**config.mk**
```make
export PLATFORM = sky130hd
export DESIGN_NAME = sme_host_driver_flat
export DESIGN_NICKNAME = d
export VERILOG_FILES = /design/src/rtl/sme_host_driver_if.sv /design/src/rtl/sme_host_driver.sv /design/src/flat_wrapper.sv
export SDC_FILE = /design/constraint.sdc
export NUM_CORES = 1
export LEC_CHECK = 0
export ABC_AREA = 0
export CAP_MARGIN = 20
export CORE_MARGIN = 1.5
export CORE_UTILIZATION = 60
export DETAILED_ROUTE_END_ITERATION = 6
export PLACE_DENSITY = 0.78
export SLEW_MARGIN = 15
export SYNTH_ARGS = -nofsm -noshare
export SYNTH_HDL_FRONTEND = slang
export SYNTH_SLANG_ARGS = --single-unit
```
**constraint.sdc**
```tcl
create_clock -name clk -period 8 [get_ports clk]
set_input_delay 0.8 -clock clk [delete_from_list [all_inputs] [get_ports clk]]
set_output_delay 0.8 -clock clk [all_outputs]
set_load 0.01 [all_outputs]
```
**src/rtl/sme_host_driver_if.sv**
```systemverilog
`default_nettype none
// ============================================================================
// Module      : sme_host_driver_if
// Description : Controller write port, engine stream and result bus of the
//               string-matching-engine host driver.
// Revision    : 1.0 - initial release
// ============================================================================
interface sme_host_driver_if;
    logic       wr_en;
    logic       wr_sel;
    logic       wr_clr;
    logic [7:0] wr_data;
    logic       start;
    logic       busy;
    logic [7:0] chardata;
    logic       isstring;
    logic       ispattern;
    logic       sme_valid;
    logic       sme_match;
    logic [4:0] sme_match_index;
    logic       done;
    logic       result_match;
    logic [4:0] result_index;
    logic       timeout_err;

    // Driver side
    modport slave (
        input  wr_en, wr_sel, wr_clr, wr_data, start,
        input  sme_valid, sme_match, sme_match_index,
        output busy, chardata, isstring, ispattern,
        output done, result_match, result_index, timeout_err
    );

    // Controller / engine side
    modport master (
        output wr_en, wr_sel, wr_clr, wr_data, start,
        output sme_valid, sme_match, sme_match_index,
        input  busy, chardata, isstring, ispattern,
        input  done, result_match, result_index, timeout_err
    );
endinterface
`default_nettype wire

```
**src/rtl/sme_host_driver.sv**
```systemverilog
`default_nettype none
// ============================================================================
// Module      : sme_host_driver
// Description : Buffers a string and a pattern, streams them to the matching
//               engine and registers the engine's match result.
// Revision    : 1.0 - initial release
// ============================================================================
module sme_host_driver #(
    parameter int STR_MAX = 32,
    parameter int PAT_MAX = 8,
    parameter int TIMEOUT = 255
) (
    input  wire logic         clk,
    input  wire logic         reset,
    sme_host_driver_if.slave  bus
);
    localparam int c_slw = $clog2(STR_MAX + 1);
    localparam int c_plw = $clog2(PAT_MAX + 1);
    localparam int c_saw = $clog2(STR_MAX);
    localparam int c_paw = $clog2(PAT_MAX);
    localparam logic [c_slw-1:0] c_str_full = c_slw'(STR_MAX);
    localparam logic [c_plw-1:0] c_pat_full = c_plw'(PAT_MAX);
    localparam logic [7:0]       c_tmo_last = 8'(TIMEOUT - 1);

    typedef enum logic [2:0] {
        S_IDLE     = 3'd0,
        S_SEND_STR = 3'd1,
        S_SEND_PAT = 3'd2,
        S_GAP      = 3'd3,
        S_WAIT     = 3'd4,
        S_DONE     = 3'd5
    } state_t;

    state_t           state_q, state_d;
    logic [7:0]       str_buf_q [STR_MAX];
    logic [7:0]       str_buf_d [STR_MAX];
    logic [7:0]       pat_buf_q [PAT_MAX];
    logic [7:0]       pat_buf_d [PAT_MAX];
    logic [c_slw-1:0] str_len_q, str_len_d;
    logic [c_plw-1:0] pat_len_q, pat_len_d;
    logic             str_dirty_q, str_dirty_d;
    logic [c_slw-1:0] idx_q, idx_d;
    logic [7:0]       tmo_q, tmo_d;
    logic             res_match_q, res_match_d;
    logic [4:0]       res_index_q, res_index_d;
    logic             terr_q, terr_d;

    logic             w_str_last;
    logic             w_pat_last;

    // One shared index walks both buffers; compare against len-1 for the last char
    assign w_str_last = (idx_q == str_len_q - c_slw'(1));
    assign w_pat_last = (idx_q == c_slw'(pat_len_q) - c_slw'(1));

    always_comb begin
        state_d       = state_q;
        str_buf_d     = str_buf_q;
        pat_buf_d     = pat_buf_q;
        str_len_d     = str_len_q;
        pat_len_d     = pat_len_q;
        str_dirty_d   = str_dirty_q;
        idx_d         = idx_q;
        tmo_d         = tmo_q;
        res_match_d   = res_match_q;
        res_index_d   = res_index_q;
        terr_d        = terr_q;
        bus.busy      = 1'b0;
        bus.chardata  = 8'h00;
        bus.isstring  = 1'b0;
        bus.ispattern = 1'b0;
        bus.done      = 1'b0;

        case (state_q)
            S_IDLE: begin
                if (bus.wr_clr) begin
                    if (!bus.wr_sel) begin
                        str_len_d   = '0;
                        str_dirty_d = 1'b1;
                    end else begin
                        pat_len_d   = '0;
                    end
                end else if (bus.wr_en) begin
                    if (!bus.wr_sel) begin
                        str_dirty_d = 1'b1;
                        if (str_len_q != c_str_full) begin
                            str_buf_d[str_len_q[c_saw-1:0]] = bus.wr_data;
                            str_len_d = str_len_q + c_slw'(1);
                        end
                    end else if (pat_len_q != c_pat_full) begin
                        pat_buf_d[pat_len_q[c_paw-1:0]] = bus.wr_data;
                        pat_len_d = pat_len_q + c_plw'(1);
                    end
                end
                if (bus.start && (pat_len_q != '0)) begin
                    terr_d  = 1'b0;
                    idx_d   = '0;
                    state_d = (str_dirty_q && (str_len_q != '0)) ? S_SEND_STR : S_SEND_PAT;
                end
            end
            S_SEND_STR: begin
                bus.busy     = 1'b1;
                bus.isstring = 1'b1;
                bus.chardata = str_buf_q[idx_q[c_saw-1:0]];
                if (w_str_last) begin
                    idx_d       = '0;
                    str_dirty_d = 1'b0;
                    state_d     = S_SEND_PAT;
                end else begin
                    idx_d = idx_q + c_slw'(1);
                end
            end
            S_SEND_PAT: begin
                bus.busy      = 1'b1;
                bus.ispattern = 1'b1;
                bus.chardata  = pat_buf_q[idx_q[c_paw-1:0]];
                if (w_pat_last) begin
                    idx_d   = '0;
                    state_d = S_GAP;
                end else begin
                    idx_d = idx_q + c_slw'(1);
                end
            end
            S_GAP: begin
                bus.busy = 1'b1;
                tmo_d    = '0;
                state_d  = S_WAIT;
            end
            S_WAIT: begin
                bus.busy = 1'b1;
                if (bus.sme_valid) begin
                    res_match_d = bus.sme_match;
                    res_index_d = bus.sme_match_index;
                    state_d     = S_DONE;
                end else if (tmo_q == c_tmo_last) begin
                    terr_d  = 1'b1;
                    state_d = S_DONE;
                end else begin
                    tmo_d = tmo_q + 8'd1;
                end
            end
            S_DONE: begin
                bus.done = 1'b1;
                state_d  = S_IDLE;
            end
            default: state_d = S_IDLE;
        endcase
    end

    always_ff @(posedge clk) begin
        if (reset) begin
            state_q     <= S_IDLE;
            str_buf_q   <= '{default: '0};
            pat_buf_q   <= '{default: '0};
            str_len_q   <= '0;
            pat_len_q   <= '0;
            str_dirty_q <= 1'b0;
            idx_q       <= '0;
            tmo_q       <= '0;
            res_match_q <= 1'b0;
            res_index_q <= '0;
            terr_q      <= 1'b0;
        end else begin
            state_q     <= state_d;
            str_buf_q   <= str_buf_d;
            pat_buf_q   <= pat_buf_d;
            str_len_q   <= str_len_d;
            pat_len_q   <= pat_len_d;
            str_dirty_q <= str_dirty_d;
            idx_q       <= idx_d;
            tmo_q       <= tmo_d;
            res_match_q <= res_match_d;
            res_index_q <= res_index_d;
            terr_q      <= terr_d;
        end
    end

    assign bus.result_match = res_match_q;
    assign bus.result_index = res_index_q;
    assign bus.timeout_err  = terr_q;
endmodule
`default_nettype wire

```
**src/flat_wrapper.sv**
```systemverilog
// flat-port wrapper written by rule: the top's interface ports become plain ports
module sme_host_driver_flat 
#(
    parameter int STR_MAX = 32,
    parameter int PAT_MAX = 8,
    parameter int TIMEOUT = 255
)
  (clk, reset, bus_wr_en, bus_wr_sel, bus_wr_clr, bus_wr_data, bus_start, bus_sme_valid, bus_sme_match, bus_sme_match_index, bus_busy, bus_chardata, bus_isstring, bus_ispattern, bus_done, bus_result_match, bus_result_index, bus_timeout_err);
  sme_host_driver_if bus_i ();
  input  wire logic clk;
  input  wire logic reset;
  input wire logic [$bits(bus_i.wr_en)-1:0] bus_wr_en;
  input wire logic [$bits(bus_i.wr_sel)-1:0] bus_wr_sel;
  input wire logic [$bits(bus_i.wr_clr)-1:0] bus_wr_clr;
  input wire logic [$bits(bus_i.wr_data)-1:0] bus_wr_data;
  input wire logic [$bits(bus_i.start)-1:0] bus_start;
  input wire logic [$bits(bus_i.sme_valid)-1:0] bus_sme_valid;
  input wire logic [$bits(bus_i.sme_match)-1:0] bus_sme_match;
  input wire logic [$bits(bus_i.sme_match_index)-1:0] bus_sme_match_index;
  output wire logic [$bits(bus_i.busy)-1:0] bus_busy;
  output wire logic [$bits(bus_i.chardata)-1:0] bus_chardata;
  output wire logic [$bits(bus_i.isstring)-1:0] bus_isstring;
  output wire logic [$bits(bus_i.ispattern)-1:0] bus_ispattern;
  output wire logic [$bits(bus_i.done)-1:0] bus_done;
  output wire logic [$bits(bus_i.result_match)-1:0] bus_result_match;
  output wire logic [$bits(bus_i.result_index)-1:0] bus_result_index;
  output wire logic [$bits(bus_i.timeout_err)-1:0] bus_timeout_err;
  assign bus_i.wr_en = bus_wr_en;
  assign bus_i.wr_sel = bus_wr_sel;
  assign bus_i.wr_clr = bus_wr_clr;
  assign bus_i.wr_data = bus_wr_data;
  assign bus_i.start = bus_start;
  assign bus_i.sme_valid = bus_sme_valid;
  assign bus_i.sme_match = bus_sme_match;
  assign bus_i.sme_match_index = bus_sme_match_index;
  assign bus_busy = bus_i.busy;
  assign bus_chardata = bus_i.chardata;
  assign bus_isstring = bus_i.isstring;
  assign bus_ispattern = bus_i.ispattern;
  assign bus_done = bus_i.done;
  assign bus_result_match = bus_i.result_match;
  assign bus_result_index = bus_i.result_index;
  assign bus_timeout_err = bus_i.timeout_err;
  sme_host_driver #(.STR_MAX(STR_MAX), .PAT_MAX(PAT_MAX), .TIMEOUT(TIMEOUT)) u_core (.clk(clk), .reset(reset), .bus(bus_i));
endmodule
```
[Word level (Yosys, flattened, before mapping)]
Index checks and enable logic that the tools add are counted.
Word-level totals
  input port bits: 21
  register bits: 355
Operators by class
  equality and inequality tests: 18
  order comparisons: 6
  $add $sub $neg: 6
  muxes and demuxes: 50
  reductions and logical operators: 25
  bitwise logic cells: 6
Operators with widths (count)
  $bwmux W256: 1
  $bwmux W64: 1
  $mux W8: 8
  $mux W6: 8
  $bmux W8 S5: 1
  $demux W8 S5: 1
  $pmux W8 S2: 2
  $bmux W8 S3: 1
  $demux W8 S3: 1
  $mux W4: 5
  $pmux W6 S3: 1
  $reduce_and A4 Y1: 4
  $mux W3: 5
  $pmux W3 S5: 1
  $add A6 B1 Y6 const B: 2
  $eq A6 B6 Y1: 2
  $ge A6 B6 Y1 const B: 2
  $not A5 Y6: 2
  $reduce_bool A2 Y1: 6
  $mux W1: 11
  $reduce_and A5 Y1: 2
  $add A8 B1 Y8 const B: 1
  $eq A8 B8 Y1 const B: 1
  $ge A4 B4 Y1 const B: 2
  26 further kinds: 40

[Longest topological paths before layout]
  depth after elaboration: 6
  depth in mapped cells: 11

[Least setup slack after synthesis]
Ideal clock, no wire load.
  path type: register -> output
  start: register u_core.idx_q[1]
  end: output bus_chardata[1]
  arrival: 2386 ps
  buffers on the path: 2
  path slack: 4814 ps
  data required time: 7200 ps
  cell stages (with the launch flop): 7
  cell sequence: dfxtp_1 -> buf_1 -> clkbuf_1 -> mux4_2 -> mux4_2 -> a22oi_1 -> o21ai_0
Between the ends
  word-level cells in the longest chain between the ends: 5
Ends and longest elaborated chain
  from (decl): RTL line sme_host_driver.sv:42  | logic [c_slw-1:0] idx_q, idx_d;
  from (signal assigned): RTL line sme_host_driver.sv:169  | idx_q <= idx_d;
  $not A5 Y6 (implied by the code) / $not A3 Y4 (equally long branches): RTL line sme_host_driver.sv:103, sme_host_driver.sv:115
  $bmux W8 S5 / $bmux W8 S3 (equally long branches): RTL line sme_host_driver.sv:103, sme_host_driver.sv:115
  $mux W8 (on tied branches) (2 in a row): RTL line sme_host_driver.sv:103, sme_host_driver.sv:115
  $pmux W8 S2 *: RTL line sme_host_driver.sv:73  | case (state_q)
  to (decl): RTL line flat_wrapper.sv:21  | output wire logic [$bits(bus_i.chardata)-1:0] bus_chardata;
Mark *: on every way between the ends. The rest lies on a longest branch, timed or not. The select of a mux whose other input is x is not followed.

[Worst setup path after layout]
  start: register u_core.idx_q[0]
  end: output bus_chardata[0]
Same word-level chain as after synthesis.

==> impl_metrics.csv <==
group,metric,value,unit
pwr,p_per_area,225,nW/um^2
clocking,cts_setup_buffers,0,
finish,final_util,67.4,%
place,dp_slack,3.35,ns
timing,skew,0.0169,ns
hold_path,hp-class,"register to register",
timing,tightest_slew,1.26,ns
run_status,violations,"DRC",
timing,finalSetupViolations,0,
detailed_routing,via_per_inst,6.33,
detailed_routing,dr_total_vias,12400,
finish,synthToLayoutAreaGrowth,9.25,%
clocking,cts_resized,0,
pwr,internal_power,2.97,mW
global_route,antenna_found_initial,0,
timing,slew_headroom,16.1,%
clocking,cts_hold_buf,0,
place,gp_congestion,0.865,
pwr,p_seq_share,47.1,%
finish,final_cell_mix,"dfxtp_1, nor2_1, mux2i_1",
clocking,root_buffer,"clkbuf_16",
logic_synthesis,async_reset_ff_share,0,%
place,dpl.hpwl,25000,microns
logic_synthesis,synth_cell_types,53,
setup_path,end_kind,"output port",
floorplan,coreArea,26300,sq um
logic_synthesis,postSynthAreaPerCell,9.85,sq um
finish,drive_gt1_share,12.4,%
clocking,clk_path_buf_depth,3,
clocking,tritoncts,"built",
finish,final_common_cell,"dfxtp_1",
pwr,swShare,25.6,%
detailed_routing,drc,1,
setup_path,start_kind,"register",
setup_path,worstPathRequired,7.20,ns
timing,worst_slack,2.84,ns
global_route,grt_max_degree,213,
floorplan,fp-row-count,59,
timing,finalCritPeriodShare,64.5,%
place,io_buffer_count,39,
detailed_routing,wirelength,40400,microns
timing,timing.fmax,0.194,GHz
finish,diodes,0,
timing,final_hold_viol_count,0,
timing,tns,0,ns
floorplan,dieArea,28000,sq um
logic_synthesis,syn-num-nets,1678,
clocking,path_clk_slew,0.06,ns
logic_synthesis,netlist_area,16200,sq um
floorplan,io_pins,40,
logic_synthesis,yosysSeqAreaShare,43.8,%
setup_path,path_class,"register to output port",
logic_synthesis,synth_edf_count,0,
run_status,status,"finished with violations",
global_route,grt_pass1_wl,65500,microns
timing,timing.final.crit_period,5.16,ns
pwr,combPwrFrac,10.5,%
setup_path,critical_path.max_fanout,47,
flow_run,maxCapViolCount,0,
global_route,grt_util_all_layers,29.1,%
pwr,clkPwrFrac,42.4,%
clocking,clkSinkCount,355,
timing,final_max_slew_viol_count,0,
clocking,cts_buffers,38,
detailed_routing,drt-pass1-iter-count,7,
pwr,p_leak,6.19,nW
logic_synthesis,synth-main-ff-cell,"dfxtp_1",
pwr,switchingPower,1.02,mW
global_route,grt-ovfl-total,0,
clocking,htree_levels,2,
timing,rsz0062_at_grt,"no",
detailed_routing,wl_per_cell,20.7,microns
setup_path,ff2ff_setup_slack,4.74,ns
floorplan,die_w,167,microns
logic_synthesis,ys_warn_count,0,
logic_synthesis,synth_seq_cells,355,
floorplan,die_y,167,microns
global_route,grt_pass1_vias,12100,
finish,nets,1625,
setup_path,worstPathArrival,4.36,ns
clocking,insertion_delay,0.52,ns
logic_synthesis,netlist_instances,1646,
floorplan,start_util,61.7,%
detailed_routing,dr.first_iter.drc_count,1457,
pwr,ir_drop,0.000193,V
detailed_routing,drtAntennaViolNets,0,
-- sequential cells by signal, indices dropped and copies added, names as in the netlist, 3 cells and up --
register	count
u_core.bus.result_index	5
u_core.tmo_q	8
u_core.str_buf_q	256
u_core.str_len_q	6
u_core.idx_q	6
u_core.pat_buf_q	64
u_core.state_q	3
u_core.pat_len_q	4
-- cell families after synthesis --
kind of cell / share of synthesized area [%]
XOR/XNOR: 1.24
multiplexers: 26.5
adder cells (fa/ha/maj): 0.849
AND/OR/NAND/NOR: 16.1
buffers and inverters: 4.04
AO/OA/AOI/OAI: 7.38
flip-flops: 43.8
-- power by group through the flow --
stage | clock network (mW) | registers [mW] | logic, mW
finish | 1.69 | 1.88 | 0.420
global placement | 0 | 1.92 | 0.412
floorplan | 0 | 1.83 | 0.402
detailed placement | 0 | 1.92 | 0.419
CTS | 1.71 | 1.88 | 0.420
global route | 1.78 | 1.89 | 0.451
-- cell usage after synthesis (all sizes together), types with 12 or more instances --
cell type,count,area [sq um]
buf,48,244
mux4,96,2160
mux2i,214,2140
a21oi,138,691
inv,12,45.0
nor2,258,1080
xnor2,12,105
nand2,153,597
o21ai,48,240
nand3,97,485
dfxtp,355,7110
clkbuf,97,367
-- per-stage QoR --
step | hold WS [ns] | std cells | instance area [sq um] | total power [mW]
floorplan | 0.433 | 1646 | 16200 | 2.23
global route | 0.476 | 1953 | 17700 | 4.12
global placement | 0.439 | 1888 | 16500 | 2.33
CTS | 0.454 | 1953 | 17700 | 4.01
detailed placement | 0.447 | 1888 | 16500 | 2.34
finish | 0.455 | 1953 | 17700 | 3.99
-- layout make-up --
type / count / area (sq um)
inverter: 12 / 45.0
clock buffer: 57 / 1110
sequential: 355 / 7120
fill: 2010 / 8570
clock inverter: 8 / 88.8
timing repair buffer: 52 / 465
tap: 335 / 419
multi-input combinational: 1134 / 8470
-- per-layer routing --
layer / global-route usage [%] / part of all wire (%) / vias up
li1: - / - / 5663
met1: 39.5 / 41 / 5997
met2: 46.4 / 46 / 596
met3: 5.65 / 9.7 / 97
met4: 11.0 / 3.3 / 0
met5: 0 / 0 / -
-- worst max-delay path, stage by stage (launching register included) --
cell	delay, ns
dfxtp_4	0.97
buf_4	0.73
mux4_2	0.60
mux4_2	0.49
a22oi_1	0.32
o21ai_0	0.19
clkdlybuf4s50_1	0.51
-- path summary, 6_finish.rpt --
path | startpoint | endpoint | cells past startpoint
hold / removal | u_core.str_buf_q[119]$_SDFFE_PP0P_ | u_core.str_buf_q[119]$_SDFFE_PP0P_ | 2
setup / recovery | u_core.idx_q[0]$_SDFFE_PP0P_ | bus_chardata[0] | 6
setup reg to reg | u_core.state_q[0]$_SDFFE_PP0P_ | u_core.str_buf_q[188]$_SDFFE_PP0P_ | 7
hold reg to reg | u_core.str_buf_q[119]$_SDFFE_PP0P_ | u_core.str_buf_q[119]$_SDFFE_PP0P_ | 2
Note: power is estimated with default switching activity, not from simulation.
